<file path="src/rtl/instruction_prefetch.sv">
// Instruction prefetch queue: issues sequential fetches and buffers {pc, instr} pairs for decode.
// Latency: a fetched word is at the queue head 1 cycle after its ack; requests issue back-to-back on ack.
// Backpressure: f_i_stall holds the head; the FULL state stops new requests until a pop frees a slot.
//
// Ports:
//   f_clk, f_rst                     clock, synchronous active-low reset
//   f_i_ce                           fetch enable
//   f_o_syn, f_o_addr_instr          memory request valid / address (held until f_i_ack)
//   f_i_ack, f_i_instr               memory response valid / data
//   f_change_pc, f_alu_pc_value      redirect request / target
//   f_i_flush                        replay flush (rewind to oldest unconsumed PC)
//   f_i_stall                        downstream not ready
//   f_o_ce, f_o_instr, f_o_pc        head entry valid / instruction / PC
//   f_o_flush                        one-cycle pulse after any flush or redirect
//   f_o_stall                        queue empty while fetch is enabled
//   f_o_count                        queue occupancy
module instruction_prefetch #(
  parameter int unsigned IWIDTH       = 32,
  parameter int unsigned AWIDTH_INSTR = 32,
  parameter int unsigned PC_WIDTH     = 32,
  parameter int unsigned DEPTH        = 4,
  parameter logic [PC_WIDTH-1:0] RESET_PC = '0
) (
  input  logic                      f_clk,
  input  logic                      f_rst,
  input  logic                      f_i_ce,
  output logic                      f_o_syn,
  output logic [AWIDTH_INSTR-1:0]   f_o_addr_instr,
  input  logic                      f_i_ack,
  input  logic [IWIDTH-1:0]         f_i_instr,
  input  logic                      f_change_pc,
  input  logic [PC_WIDTH-1:0]       f_alu_pc_value,
  input  logic                      f_i_flush,
  input  logic                      f_i_stall,
  output logic                      f_o_ce,
  output logic [IWIDTH-1:0]         f_o_instr,
  output logic [PC_WIDTH-1:0]       f_o_pc,
  output logic                      f_o_flush,
  output logic                      f_o_stall,
  output logic [$clog2(DEPTH):0]    f_o_count
);

  localparam int unsigned PW = $clog2(DEPTH);
  localparam int unsigned CW = PW + 1;

  typedef enum logic [1:0] {
    S_IDLE = 2'd0,
    S_REQ  = 2'd1,
    S_FULL = 2'd2
  } state_t;

  typedef struct packed {
    logic [PC_WIDTH-1:0] pc;
    logic [IWIDTH-1:0]   instr;
  } q_entry_t;

  state_t              r_state;
  logic [PC_WIDTH-1:0] r_fetch_pc;
  logic [PC_WIDTH-1:0] r_req_addr;
  logic                r_discard;
  logic                r_flush;
  logic [PW-1:0]       r_rd_ptr;
  logic [PW-1:0]       r_wr_ptr;
  logic [CW-1:0]       r_count;
  q_entry_t            r_q [DEPTH];

  state_t              w_state_nxt;
  logic [PC_WIDTH-1:0] w_fetch_pc_nxt;
  logic [CW-1:0]       w_count_nxt;
  logic                w_discard_nxt;
  logic                w_req_load;
  logic                w_flush_any;
  logic                w_ack;
  logic                w_push;
  logic                w_pop;
  logic                w_room;
  logic                w_nonempty;
  q_entry_t            w_head;

  assign w_nonempty  = (r_count != '0);
  assign w_head      = r_q[r_rd_ptr];
  assign w_flush_any = f_change_pc | f_i_flush;
  assign w_ack       = (r_state == S_REQ) && f_i_ack;
  // A response is dropped if its request was overtaken by an earlier flush,
  // or if a flush lands in the same cycle as the ack.
  assign w_push      = w_ack && !r_discard && !w_flush_any;
  assign w_pop       = w_nonempty && !f_i_stall;

  always_comb begin
    w_count_nxt = r_count;
    if (w_flush_any) begin
      w_count_nxt = '0;
    end else begin
      w_count_nxt = r_count + CW'(w_push) - CW'(w_pop);
    end
  end

  // Room is judged on the occupancy after this cycle's push and pop.
  assign w_room = (w_count_nxt < CW'(DEPTH));

  always_comb begin
    w_fetch_pc_nxt = r_fetch_pc;
    if (f_change_pc) begin
      w_fetch_pc_nxt = f_alu_pc_value;
    end else if (f_i_flush) begin
      // Replay from the oldest instruction not yet consumed.
      if (w_nonempty) begin
        w_fetch_pc_nxt = w_head.pc;
      end else if ((r_state == S_REQ) && !r_discard) begin
        w_fetch_pc_nxt = r_req_addr;
      end else begin
        w_fetch_pc_nxt = r_fetch_pc;
      end
    end else if (w_push) begin
      w_fetch_pc_nxt = r_fetch_pc + PC_WIDTH'(4);
    end
  end

  always_comb begin
    w_state_nxt   = r_state;
    w_req_load    = 1'b0;
    w_discard_nxt = 1'b0;
    case (r_state)
      S_IDLE: begin
        if (f_i_ce) begin
          if (w_room) begin
            w_state_nxt = S_REQ;
            w_req_load  = 1'b1;
          end else begin
            w_state_nxt = S_FULL;
          end
        end
      end
      S_REQ: begin
        if (f_i_ack) begin
          if (!f_i_ce) begin
            w_state_nxt = S_IDLE;
          end else if (w_room) begin
            w_state_nxt = S_REQ;
            w_req_load  = 1'b1;
          end else begin
            w_state_nxt = S_FULL;
          end
        end else begin
          // Address stays on the bus; remember to drop whatever comes back.
          w_discard_nxt = r_discard | w_flush_any;
        end
      end
      S_FULL: begin
        if (w_room) begin
          if (f_i_ce) begin
            w_state_nxt = S_REQ;
            w_req_load  = 1'b1;
          end else begin
            w_state_nxt = S_IDLE;
          end
        end
      end
      default: begin
        w_state_nxt = S_IDLE;
      end
    endcase
  end

  always_ff @(posedge f_clk) begin
    if (!f_rst) begin
      r_state    <= S_IDLE;
      r_fetch_pc <= RESET_PC;
      r_req_addr <= RESET_PC;
      r_discard  <= 1'b0;
      r_flush    <= 1'b0;
      r_rd_ptr   <= '0;
      r_wr_ptr   <= '0;
      r_count    <= '0;
    end else begin
      r_state    <= w_state_nxt;
      r_fetch_pc <= w_fetch_pc_nxt;
      r_discard  <= w_discard_nxt;
      r_flush    <= w_flush_any;
      r_count    <= w_count_nxt;
      if (w_req_load) begin
        r_req_addr <= w_fetch_pc_nxt;
      end
      if (w_flush_any) begin
        r_rd_ptr <= '0;
        r_wr_ptr <= '0;
      end else begin
        if (w_push) begin
          r_wr_ptr <= r_wr_ptr + PW'(1);
        end
        if (w_pop) begin
          r_rd_ptr <= r_rd_ptr + PW'(1);
        end
      end
    end
  end

  // Queue storage needs no reset; occupancy gates everything read from it.
  always_ff @(posedge f_clk) begin
    if (w_push) begin
      r_q[r_wr_ptr] <= '{pc: r_fetch_pc, instr: f_i_instr};
    end
  end

  assign f_o_syn        = (r_state == S_REQ);
  assign f_o_addr_instr = AWIDTH_INSTR'(r_req_addr);
  assign f_o_ce         = w_nonempty;
  assign f_o_instr      = w_nonempty ? w_head.instr : '0;
  assign f_o_pc         = w_nonempty ? w_head.pc : '0;
  assign f_o_flush      = r_flush;
  assign f_o_stall      = f_i_ce && !w_nonempty;
  assign f_o_count      = r_count;

endmodule
</file>
<file path="config.mk">
export PLATFORM = sky130hd
export DESIGN_NAME = instruction_prefetch
export DESIGN_NICKNAME = d
export VERILOG_FILES = /design/src/rtl/instruction_prefetch.sv
export SDC_FILE = /design/constraint.sdc
export NUM_CORES = 1
export LEC_CHECK = 0
export BUFFER_PORTS_ARGS = -buffer_cell sky130_fd_sc_hd__buf_2
export CORE_AREA = 2 2 194 158
export DETAILED_ROUTE_END_ITERATION = 8
export DIE_AREA = 0 0 196 160
export GPL_ROUTABILITY_DRIVEN = 0
export GPL_TIMING_DRIVEN = 0
export HOLD_SLACK_MARGIN = 0.02
export PLACE_DENSITY = 0.7
export SYNTH_ARGS = -nofsm -noshare
export SYNTH_HDL_FRONTEND = slang
export SYNTH_SLANG_ARGS = --single-unit
</file>
<file path="constraint.sdc">
create_clock -name f_clk -period 3.05 [get_ports f_clk]
set_input_delay 0.305 -clock f_clk [delete_from_list [all_inputs] [get_ports f_clk]]
set_output_delay 0.305 -clock f_clk [all_outputs]
set_load 0.02 [all_outputs]
</file>
==> impl_metrics.py <==
metrics = {
    "global_routing": {
        "grt_pass1_vias": 9320,
        "use_met3_pct": 6.65,
        "globalRouteMet2Util_pct": 35.2,
        "antenna_found_initial": 0,
        "grt_start_max_net_pins": 43,
        "gr-max-usage-layer": "met1",
        "grt_pass1_wl_mm": 57.7,
        "grt-ovfl-total": 0,
        "gr-usage-met1_pct": 36.9,
        "track_usage_pct": 24.8,
    },
    "floorplan": {
        "fp-row-count": 57,
        "die-area_um2": 31400,
        "die_y_um": 160,
        "die_x_um": 196,
        "start_util_pct": 47.0,
        "ios": 174,
        "fp.coreArea_um2": 29700,
    },
    "detailed_routing": {
        "drt-wirelength-per-cell_um": 24.2,
        "drtAntennaViolNets": 0,
        "drt_wl_total_mm": 38.8,
        "num_vias": 9461,
        "route.detailed.drc": 0,
        "drtPass1Iterations": 5,
        "vias_per_cell": 5.90,
        "first_iter_violations": 1180,
    },
    "worst_setup_path": {
        "slowest_delay_ns": 0.41,
        "required_ns": 3.43,
        "startpoint_type": "flop",
        "critical_path_class": "flop to flop",
        "slowest_stage": "or3b_4",
        "cp_cell_sequence": "or3b_4 -> nor2_4 -> inv_2 -> ha_4 -> inv_1 -> ha_2 -> fa_2 -> xor3_1 -> o21ai_2 -> nor2b_2 -> buf_6 -> buf_4 -> a21oi_1",
        "worstPathArrival_ns": 3.38,
        "cp_max_fo": 10,
        "crit_path_end_kind": "flop",
    },
    "sta": {
        "maxSlewHeadroom_pct": 46.6,
        "fin_crit_ns": 3.00,
        "fmax_ghz": 0.333,
        "fin_crit_sh_pct": 98.4,
        "drv_slew": 0,
        "fin_skew_ns": 0.0205,
        "tightest_slew_ns": 0.801,
        "final-hold-violation-count": 0,
        "setup_viol": 0,
    },
    "hold_path": {
        "hold_path.class": "input pin to flop",
    },
    "layout": {
        "final_nets": 1276,
        "final_area_um2": 17200,
        "layout-drive-gt1-share_pct": 31.6,
        "post-route-util_pct": 57.9,
        "area_growth_pct": 23.1,
        "fillerInstances": 2415,
        "diodes": 0,
    },
    "power": {
        "power_uw": 10000,
        "clock_power_share_pct": 43.2,
        "p_switching_uw": 2180,
        "pwr-share-seq_pct": 50.6,
        "powerDensity_nw_per_um2": 585,
        "combPwrFrac_pct": 6.2,
        "irDropWorstVdd_mv": 0.307,
        "p_leak_uw": 0.00627,
        "intPower_uw": 7860,
        "switching_share_pct": 21.7,
    },
    "clocking": {
        "cts.clk_slew.worst_paths_ns": 0.06,
        "max-clock-path-buffers": 3,
        "cts_sinks": 333,
        "clockRootBuffer": "clkbuf_16",
        "cts_htree_levels": 2,
        "cts_buffers": 35,
        "cts_tree": "built",
        "worstSkewPairLatency_ns": 0.52,
    },
    "logic_synthesis": {
        "synth_cell_types": 67,
        "async_reset_ff_share_pct": 0,
        "ys.warnings.count": 0,
        "synth_nets": 1022,
        "synth_seq_cells": 333,
        "synth_edf_count": 256,
        "syn_area_per_cell_um2": 14.8,
        "synth_ff_type": "edfxtp_1",
        "ys_seq_area_share_pct": 66.1,
        "synthCells": 943,
        "syn_area_um2": 14000,
    },
    "placed_design": {
        "io_buffers": 172,
        "dp_hpwl_mm": 25.8,
        "placedInstanceArea_um2": 15400,
    },
    "job": {
        "maxCapViolCount": 0,
    },
    "run_status": {
        "status": "completed",
    },
}
[cells in the final DEF, fill, tap and decap left out, types with 17 or more instances in the layout]
master,netlist,final
a21oi_1,44,44
and2_1,67,67
buf_2,11,179
buf_4,7,19
clkbuf_1,34,27
clkbuf_16,0,39
dfxtp_1,77,74
dlygate4sd3_1,0,30
edfxtp_1,256,256
inv_1,18,17
mux4_2,64,64
nand2_1,65,64
nor2_1,55,55
nor3_1,18,17
o21ai_0,34,26
[power groups by stage]
| stage | registers [µW] | logic, µW | clock network [µW] |
|---|---|---|---|
| floorplan | 5170 | 275 | 0 |
| global placement | 5170 | 532 | 0 |
| detailed placement | 5170 | 544 | 0 |
| CTS | 5080 | 610 | 4400 |
| global route | 5090 | 663 | 4570 |
| finish | 5080 | 623 | 4340 |
[per-stage QoR]
step | hold WS [ns] | worst slack, ns | std cells | TNS, ns
CTS | 0.0219 | 0.0161 | 1605 | 0
floorplan | 0.404 | 0.0203 | 943 | 0
detailed placement | 0.494 | -0.984 | 1502 | -33.87
global placement | 0.481 | -0.957 | 1498 | -147.60
finish | 0.0351 | 0.0494 | 1603 | 0
global route | 0.0303 | -0.0237 | 1603 | -0.0726
[flip-flops by register name, summed over array words and instances (netlist names), named ones only]
| register | count |
|---|---|
| r_q | 256 |
| f_o_addr_instr | 32 |
| r_fetch_pc | 32 |
| f_o_count | 3 |
| r_rd_ptr | 2 |
| r_state | 2 |
| r_wr_ptr | 2 |
| f_o_flush | 1 |
| r_discard | 1 |
[cell usage after synthesis (10+ instances only)]
master | count | area share, %
edfxtp_1 | 256 | 55
xnor2_1 | 13 | 0.82
buf_2 | 11 | 0.39
clkbuf_1 | 34 | 0.91
nor3_1 | 18 | 0.65
a211oi_1 | 14 | 0.75
nand2_1 | 65 | 1.7
o21ai_0 | 34 | 1.2
and2_1 | 67 | 3.0
nor2_1 | 55 | 1.5
inv_1 | 18 | 0.48
nand3_1 | 13 | 0.47
a21oi_1 | 44 | 1.6
mux2_2 | 11 | 0.89
mux4_2 | 64 | 10
dfxtp_1 | 77 | 11
xor2_1 | 10 | 0.63
[layer usage]
layer / part of all wire [%] / wire [µm] / vias to the layer above
met1: 42 / 16500 / 4646
met2: 42 / 16500 / 565
met3: 11 / 4430 / 105
met4: 3.6 / 1400 / 0
met5: 0 / 0 / -
li1: - / - / 4145
[critical path: cells and delay by family, from the launching register on]
kind	cells	cell delay [ns]
simple gates	3	0.74
fa+ha+maj	3	0.74
buf+inv	4	0.56
compound gates	2	0.19
xor+xnor	1	0.27
flops	1	0.34
[timing repair]
| action | in CTS | in global routing |
|---|---|---|
| hold buffers | 30 | 0 |
| pin swaps | 4 | 3 |
| hold endpoints to repair | 120 | 0 |
| setup endpoints to repair | 79 | 63 |
| cloned | 2 | 0 |
| buffers inserted | 13 | 1 |
| gates resized for setup | 54 | 16 |
[cell type report]
| type | instances | area, µm² | share of cell area (%) |
|---|---|---|---|
| Tap cell | 383 | 479 | 2.79 |
| Multi-Input combinational cell | 532 | 4440 | 25.8 |
| Clock buffer | 47 | 1000 | 5.85 |
| Buffer | 53 | 379 | 2.21 |
| Inverter | 20 | 75.1 | 0.437 |
| Timing Repair Buffer | 222 | 1400 | 8.16 |
| Sequential cell | 333 | 9240 | 53.8 |
| Clock inverter | 13 | 164 | 0.954 |
[logic make-up after synthesis]
| logic type | share of synthesized area, % |
|---|---|
| simple gates | 10.2 |
| fa+ha+maj | 0.771 |
| flops | 66.1 |
| mux | 11.4 |
| xor+xnor | 1.61 |
| compound gates | 7.24 |
| buf+inv | 2.69 |
[path summary, 6_finish.rpt]
path                            cells past startpoint                from            endpoint  slack (ns)
worst max-delay path                               13          r_state[1]  f_o_addr_instr[26]        0.05
worst min-delay path                                3   f_alu_pc_value[3]       r_fetch_pc[3]        0.04
worst max register to register                     13          r_state[1]  f_o_addr_instr[26]        0.05
worst min register to register                      2  f_o_addr_instr[21]  f_o_addr_instr[21]        0.51
Note: power is estimated with default switching activity, not from simulation.
